===== src/rtl/mem_arbiter.sv =====
// Two-requester arbiter for a single-port synchronous-read memory; r0 has priority,
// r1 is forced in after WAIT_MAX refused cycles. Grant is same-cycle, read data returns one cycle later.
module mem_arbiter #(
    parameter int ADDR_W   = 8,
    parameter int DATA_W   = 16,
    parameter int WAIT_MAX = 3
) (
    input  logic              clk,
    input  logic              rst_n,
    input  logic              r0_req,
    input  logic              r0_we,
    input  logic [ADDR_W-1:0] r0_addr,
    input  logic [DATA_W-1:0] r0_wdata,
    output logic              r0_gnt,
    output logic              r0_rvalid,
    output logic [DATA_W-1:0] r0_rdata,
    input  logic              r1_req,
    input  logic              r1_we,
    input  logic [ADDR_W-1:0] r1_addr,
    input  logic [DATA_W-1:0] r1_wdata,
    output logic              r1_gnt,
    output logic              r1_rvalid,
    output logic [DATA_W-1:0] r1_rdata,
    output logic [ADDR_W-1:0] mem_addr,
    output logic [DATA_W-1:0] mem_in,
    output logic              mem_we,
    input  logic [DATA_W-1:0] mem_out
);
    localparam int CW = $clog2(WAIT_MAX + 1);
    localparam logic [CW-1:0] WMAX = CW'(WAIT_MAX);

    logic [CW-1:0] wait_cnt;
    logic          rd_pend;
    logic          rd_owner;
    logic          r1_due;
    logic          rd_acc;

    // r1 overrides r0 only once it has been refused WAIT_MAX cycles in a row
    assign r1_due = r1_req && (wait_cnt >= WMAX);
    assign r1_gnt = rst_n && r1_req && (r1_due || !r0_req);
    assign r0_gnt = rst_n && r0_req && !r1_due;

    assign mem_addr = r1_gnt ? r1_addr  : r0_addr;
    assign mem_in   = r1_gnt ? r1_wdata : r0_wdata;
    assign mem_we   = (r0_gnt && r0_we) || (r1_gnt && r1_we);
    assign rd_acc   = (r0_gnt && !r0_we) || (r1_gnt && !r1_we);

    always_ff @(posedge clk or negedge rst_n) begin
        if (!rst_n) begin
            wait_cnt <= '0;
            rd_pend  <= 1'b0;
            rd_owner <= 1'b0;
        end else begin
            if (r1_req && !r1_gnt)
                wait_cnt <= (wait_cnt == WMAX) ? WMAX : wait_cnt + CW'(1);
            else
                wait_cnt <= '0;
            rd_pend <= rd_acc;
            if (rd_acc)
                rd_owner <= r1_gnt;
        end
    end

    // mem_out is broadcast; rvalid alone tells each requester whether it is theirs
    assign r0_rvalid = rd_pend && !rd_owner;
    assign r1_rvalid = rd_pend && rd_owner;
    assign r0_rdata  = mem_out;
    assign r1_rdata  = mem_out;
endmodule


===== config.mk =====
export PLATFORM = sky130hd
export DESIGN_NAME = mem_arbiter
export DESIGN_NICKNAME = d
export VERILOG_FILES = /design/src/rtl/mem_arbiter.sv
export SDC_FILE = /design/constraint.sdc
export NUM_CORES = 1
export LEC_CHECK = 0
export BUFFER_PORTS_ARGS = -buffer_cell sky130_fd_sc_hd__buf_2
export CAP_MARGIN = 40
export CORE_UTILIZATION = 28
export CTS_CLUSTER_SIZE = 16
export DETAILED_ROUTE_END_ITERATION = 7
export PLACE_DENSITY = 0.8
export SYNTH_ARGS = -nofsm -noshare
export SYNTH_HDL_FRONTEND = slang
export SYNTH_SLANG_ARGS = --single-unit

===== constraint.sdc =====
create_clock -name clk -period 1.6 [get_ports clk]
set_input_delay 0.16 -clock clk [delete_from_list [all_inputs] [get_ports clk]]
set_output_delay 0.16 -clock clk [all_outputs]
set_load 0.05 [all_outputs]

# Word-level counts from Yosys, hierarchy flattened
# Index checks and enable logic that the tools add are counted.
# word_totals
regBits	4
input_bits	70
elab_cells	31
# classes
add_sub_neg	1
magnitude_cmp	1
muxes	4
n_reduce_logical	21
eq_ne	1
# ops
operator	n
16-bit 2-to-1 mux	1
1-bit logical AND	12
8-bit 2-to-1 mux	1
1-bit logical NOT	6
2-bit 2-to-1 mux	2
1-bit logical OR	3
2-bit by 1-bit adder with 2-bit output, second input constant	1
2-bit equality test, second input constant	1
2-bit >= comparator, second input constant	1

# Logic depth before layout (Yosys ltp)
# depth
depth_word	7
mapped_depth	4
ltp_nobuf	4

# Least setup slack after synthesis
# No wires, ideal clock.
# synth_path
path_kind	register -> output
start	register wait_cnt[1]
end	output port mem_in[0]
path_buffers	1
slack_ns	0.038
required_ns	1.440
path_stages_with_launch	5
arrival_time_ns	1.402
path_cell_list	dfrtp_1 > nand2_2 > a21oi_4 > buf_8 > mux2_4
# synth_via
elab_chain_cells	5
# synth_rtl
element	line_no	source
from (decl)	32	logic [CW-1:0] wait_cnt;
from (signal assigned)	55	wait_cnt <= (wait_cnt == WMAX) ? WMAX : wait_cnt + CW'(1);
2-bit >= comparator	39	assign r1_due = r1_req && (wait_cnt >= WMAX);
1-bit logical AND	39	
1-bit logical OR	40	assign r1_gnt = rst_n && r1_req && (r1_due || !r0_req);
1-bit logical AND	40	
net r1_gnt	21	output logic r1_gnt,
16-bit 2-to-1 mux	44	assign mem_in = r1_gnt ? r1_wdata : r0_wdata;
to (decl)	25	output logic [DATA_W-1:0] mem_in,
# The timed path passes the listed nets, and every way through them passes these cells.

# Worst setup path in the final report
# layout_path
start	register wait_cnt[0]
end	output port mem_addr[3]
# layout_via
elab_chain_cells	5
# layout_rtl
element	line_no	source
2-bit >= comparator	39	
1-bit logical AND	39	
1-bit logical OR	40	
1-bit logical AND	40	
8-bit 2-to-1 mux	43	assign mem_addr = r1_gnt ? r1_addr : r0_addr;
to (decl)	24	output logic [ADDR_W-1:0] mem_addr,
# No other way between the ends.

==> reports/results.txt <==
Area post-placement -> 1060 sq um
Slew HR -> 82.5%
FF-to-FF path depth -> 6
Final period utilization -> 107%
Min-Delay Path Class -> in2reg
Dpl hpwl -> 1.87 mm
Clock Tree Buf Depth -> 2
Synth cell types -> 20
Status -> finished with violations
Syn Inst Count -> 78
Hold path cells -> 2
Yosys warning count -> 0
Max stage delay on crit path -> 0.36 ns
Worst path slowest cell -> dfrtp_1
RSZ-0062 raised after global routing -> true
CTS H-Tree Depth -> 1
Via Count -> 784
Clock Tree Root -> clkbuf_4
WP data arrival -> 1.56 ns
Post-Synthesis Mean Instance Area -> 10.5 sq um
Synthesized net count -> 148
Tightest Pin Transition -> 0.260 ns
Chip Height -> 56.1 um
Max-cap viol count -> 0
Yosys top cell by area -> buf_4
Initial Utilization -> 29.7%
Nature of the critical path startpoint -> register
Ratio of cells with drive above 1 in the final layout -> 88.1%
Synth top area cells -> buf_4, mux2_4, dfrtp_1
Port-buffer cells -> 82
Via density -> 4.51
Num ports -> 131
Wire per inst -> 14.0 um
Final WL -> 2.44 mm
CTS sink count -> 4
Leak -> 0.761 nW
CP cell instances -> nand2_2 -> a21oi_4 -> buf_4 -> buf_16 -> mux2_4 -> buf_6
Reg clk slew, reported paths -> 0.04 ns
Share of the synthesized area in the top cell type -> 29.3%
Post-Syn Area -> 820 sq um
Final Total Pwr -> 0.000813 W
Gr usage total -> 14.6%
Die area -> 3150 sq um
CTS tree -> built
Skew-Pair Late Insertion Delay -> 0.23 ns
FF/Latch Area -> 100 sq um
Initial antenna violation count -> 0
FF+latch count, synth -> 4
Fmax achieved -> 582 MHz
Critical Path End Type -> output pin
Overflow after GRT -> 0
Finish-stage setup viols -> 25
Minimum clock period after layout -> 1.72 ns
Fin cells -> 174
Post-synthesis sequential area ratio -> 12.2%
Area taken by multi-input logic gates -> 478 sq um
Core box area -> 2760 sq um
Worst setup path category -> reg2out
Fin worst setup slack -> -0.117 ns
DRT Pass-1 Iters -> 3
Placed cells -> 162
Die width -> 56.1 um
Critical path fanouts, max -> 8
Max VDD drop -> 445 uV
Failing checks -> negative setup slack
Finished Cell Area -> 1410 sq um
DRC viols -> 0
Largest net degree at the start of global routing -> 10
Power density over the cells -> 579 nW/um^2
Slew Viols, Final -> 0
Initial DRC count -> 17
Total CTS buffers -> 3
Fin Clk Skew -> 0.00314 ns
Fin nets -> 215
Vias in the first global route -> 783
Number of diodes -> 0
First-pass GRT wire length -> 3.57 mm
Filler instances -> 252
Antenna viol nets, final -> 0
GPL Wtd Cong -> 0.699
Standard-cell rows -> 19
Layout area overhead -> 71.5%
Final hold vios -> 0
CP required -> 1.44 ns
-- cell type report --
class                           instances  area share, %
Clock buffer                            3           1.60
Inverter                                1          0.267
Multi-Input combinational cell         39           34.0
Sequential cell                         4           7.12
Tap cell                               31           2.76
Timing Repair Buffer                   96           54.2
-- worst max-delay path: cells and delay by family (launching register included) --
family / cells / cell delay [ns]
muxes: 1 / 0.31
buffers and inverters: 3 / 0.43
and+or+nand+nor: 1 / 0.08
DFF: 1 / 0.36
AOI/OAI and AO/OA: 1 / 0.14
-- logic make-up after synthesis --
| group | after synthesis | share of synthesized area (%) |
|---|---|---|
| AO/OA/AOI/OAI | 5 | 6.11 |
| buffers and inverters | 35 | 34.0 |
| flip-flops | 4 | 12.2 |
| multiplexers | 24 | 40.3 |
| AND/OR/NAND/NOR | 10 | 7.33 |
-- flip-flops by register name, summed over array words and instances (netlist names) --
register / cells
rd_owner: 1
rd_pend: 1
wait_cnt: 2
-- path summary, 6_finish.rpt --
path | from | endpoint | slack, ns
setup reg to reg | wait_cnt[1]$_DFF_PN0_ | wait_cnt[0]$_DFF_PN0_ | 0.36
min in group asynchronous | rst_n | wait_cnt[1]$_DFF_PN0_ | 0.39
hold reg to reg | rd_owner$_DFFE_PN0P_ | rd_owner$_DFFE_PN0P_ | 0.51
hold / removal | r0_we | rd_pend$_DFF_PN0_ | 0.18
max in group asynchronous | rst_n | rd_owner$_DFFE_PN0P_ | 1.04
setup / recovery | wait_cnt[0]$_DFF_PN0_ | mem_addr[3] | -0.12
-- repair_timing --
action / 4_1_cts / 5_1_grt
hold buffers: 1 / 0
buffers inserted: 5 / 2
gates cloned: 1 / 0
gates resized for setup: 67 / 7
pin swaps: 1 / 0
endpoints found under the setup margin: 25 / 26
hold endpoints to repair: 4 / 0
-- per-stage QoR --
stage	hold slack (ns)	utilization [%]	setup slack (ns)	TNS, ns
6_report	0.182	51.0	-0.117	-2.55
5_1_grt	0.182	51.0	-0.186	-4.31
4_1_cts	0.162	49.7	-0.102	-2.34
3_5_place_dp	0.0716	38.3	0.0666	0
3_3_place_gp	0.0684	38.3	0.0825	0
2_1_floorplan	-0.136	-	0.0375	0
-- synthesized netlist by cell type (all sizes together) --
cell    instances
nand3           2
dfrtp           4
a22o            1
a211oi          1
o21bai          1
nand2           2
nor3b           2
buf            34
and2b           1
nor2b           1
a21oi           1
o22a            1
inv             1
and2            1
nor2            1
mux2           24
-- where the power goes --
| group | leakage, nW | internal (W) | switching (W) |
|---|---|---|---|
| registers | 0.0514 | 0.000112 | 0.00000711 |
| logic | 0.696 | 0.000272 | 0.000299 |
| clock network | 0.0138 | 0.0000837 | 0.0000388 |
| total | 0.761 | 0.000468 | 0.000345 |
-- metal layers --
layer / GRT usage (%) / vias to the layer above / share of wire (%)
li1: - / 365 / -
met1: 13.3 / 354 / 32
met2: 29.4 / 61 / 58
met3: 4.65 / 4 / 9.0
met4: 5.23 / 0 / 0.94
met5: 0 / - / 0
-- cell usage in the layout (no fill, tap or decap), drive strengths merged --
cell,Yosys,final
dlygate4sd3,0,1
nand3,2,2
inv,1,1
dfrtp,4,4
a22o,1,1
and2b,1,1
o21bai,1,1
o22a,1,1
buf,34,95
clkbuf,0,3
nand2,2,2
mux2,24,24
a21oi,1,1
nor2,1,1
a211oi,1,1
nor3b,2,2
and2,1,1
nor2b,1,1
No activity file was read; power rests on OpenSTA's default activity.
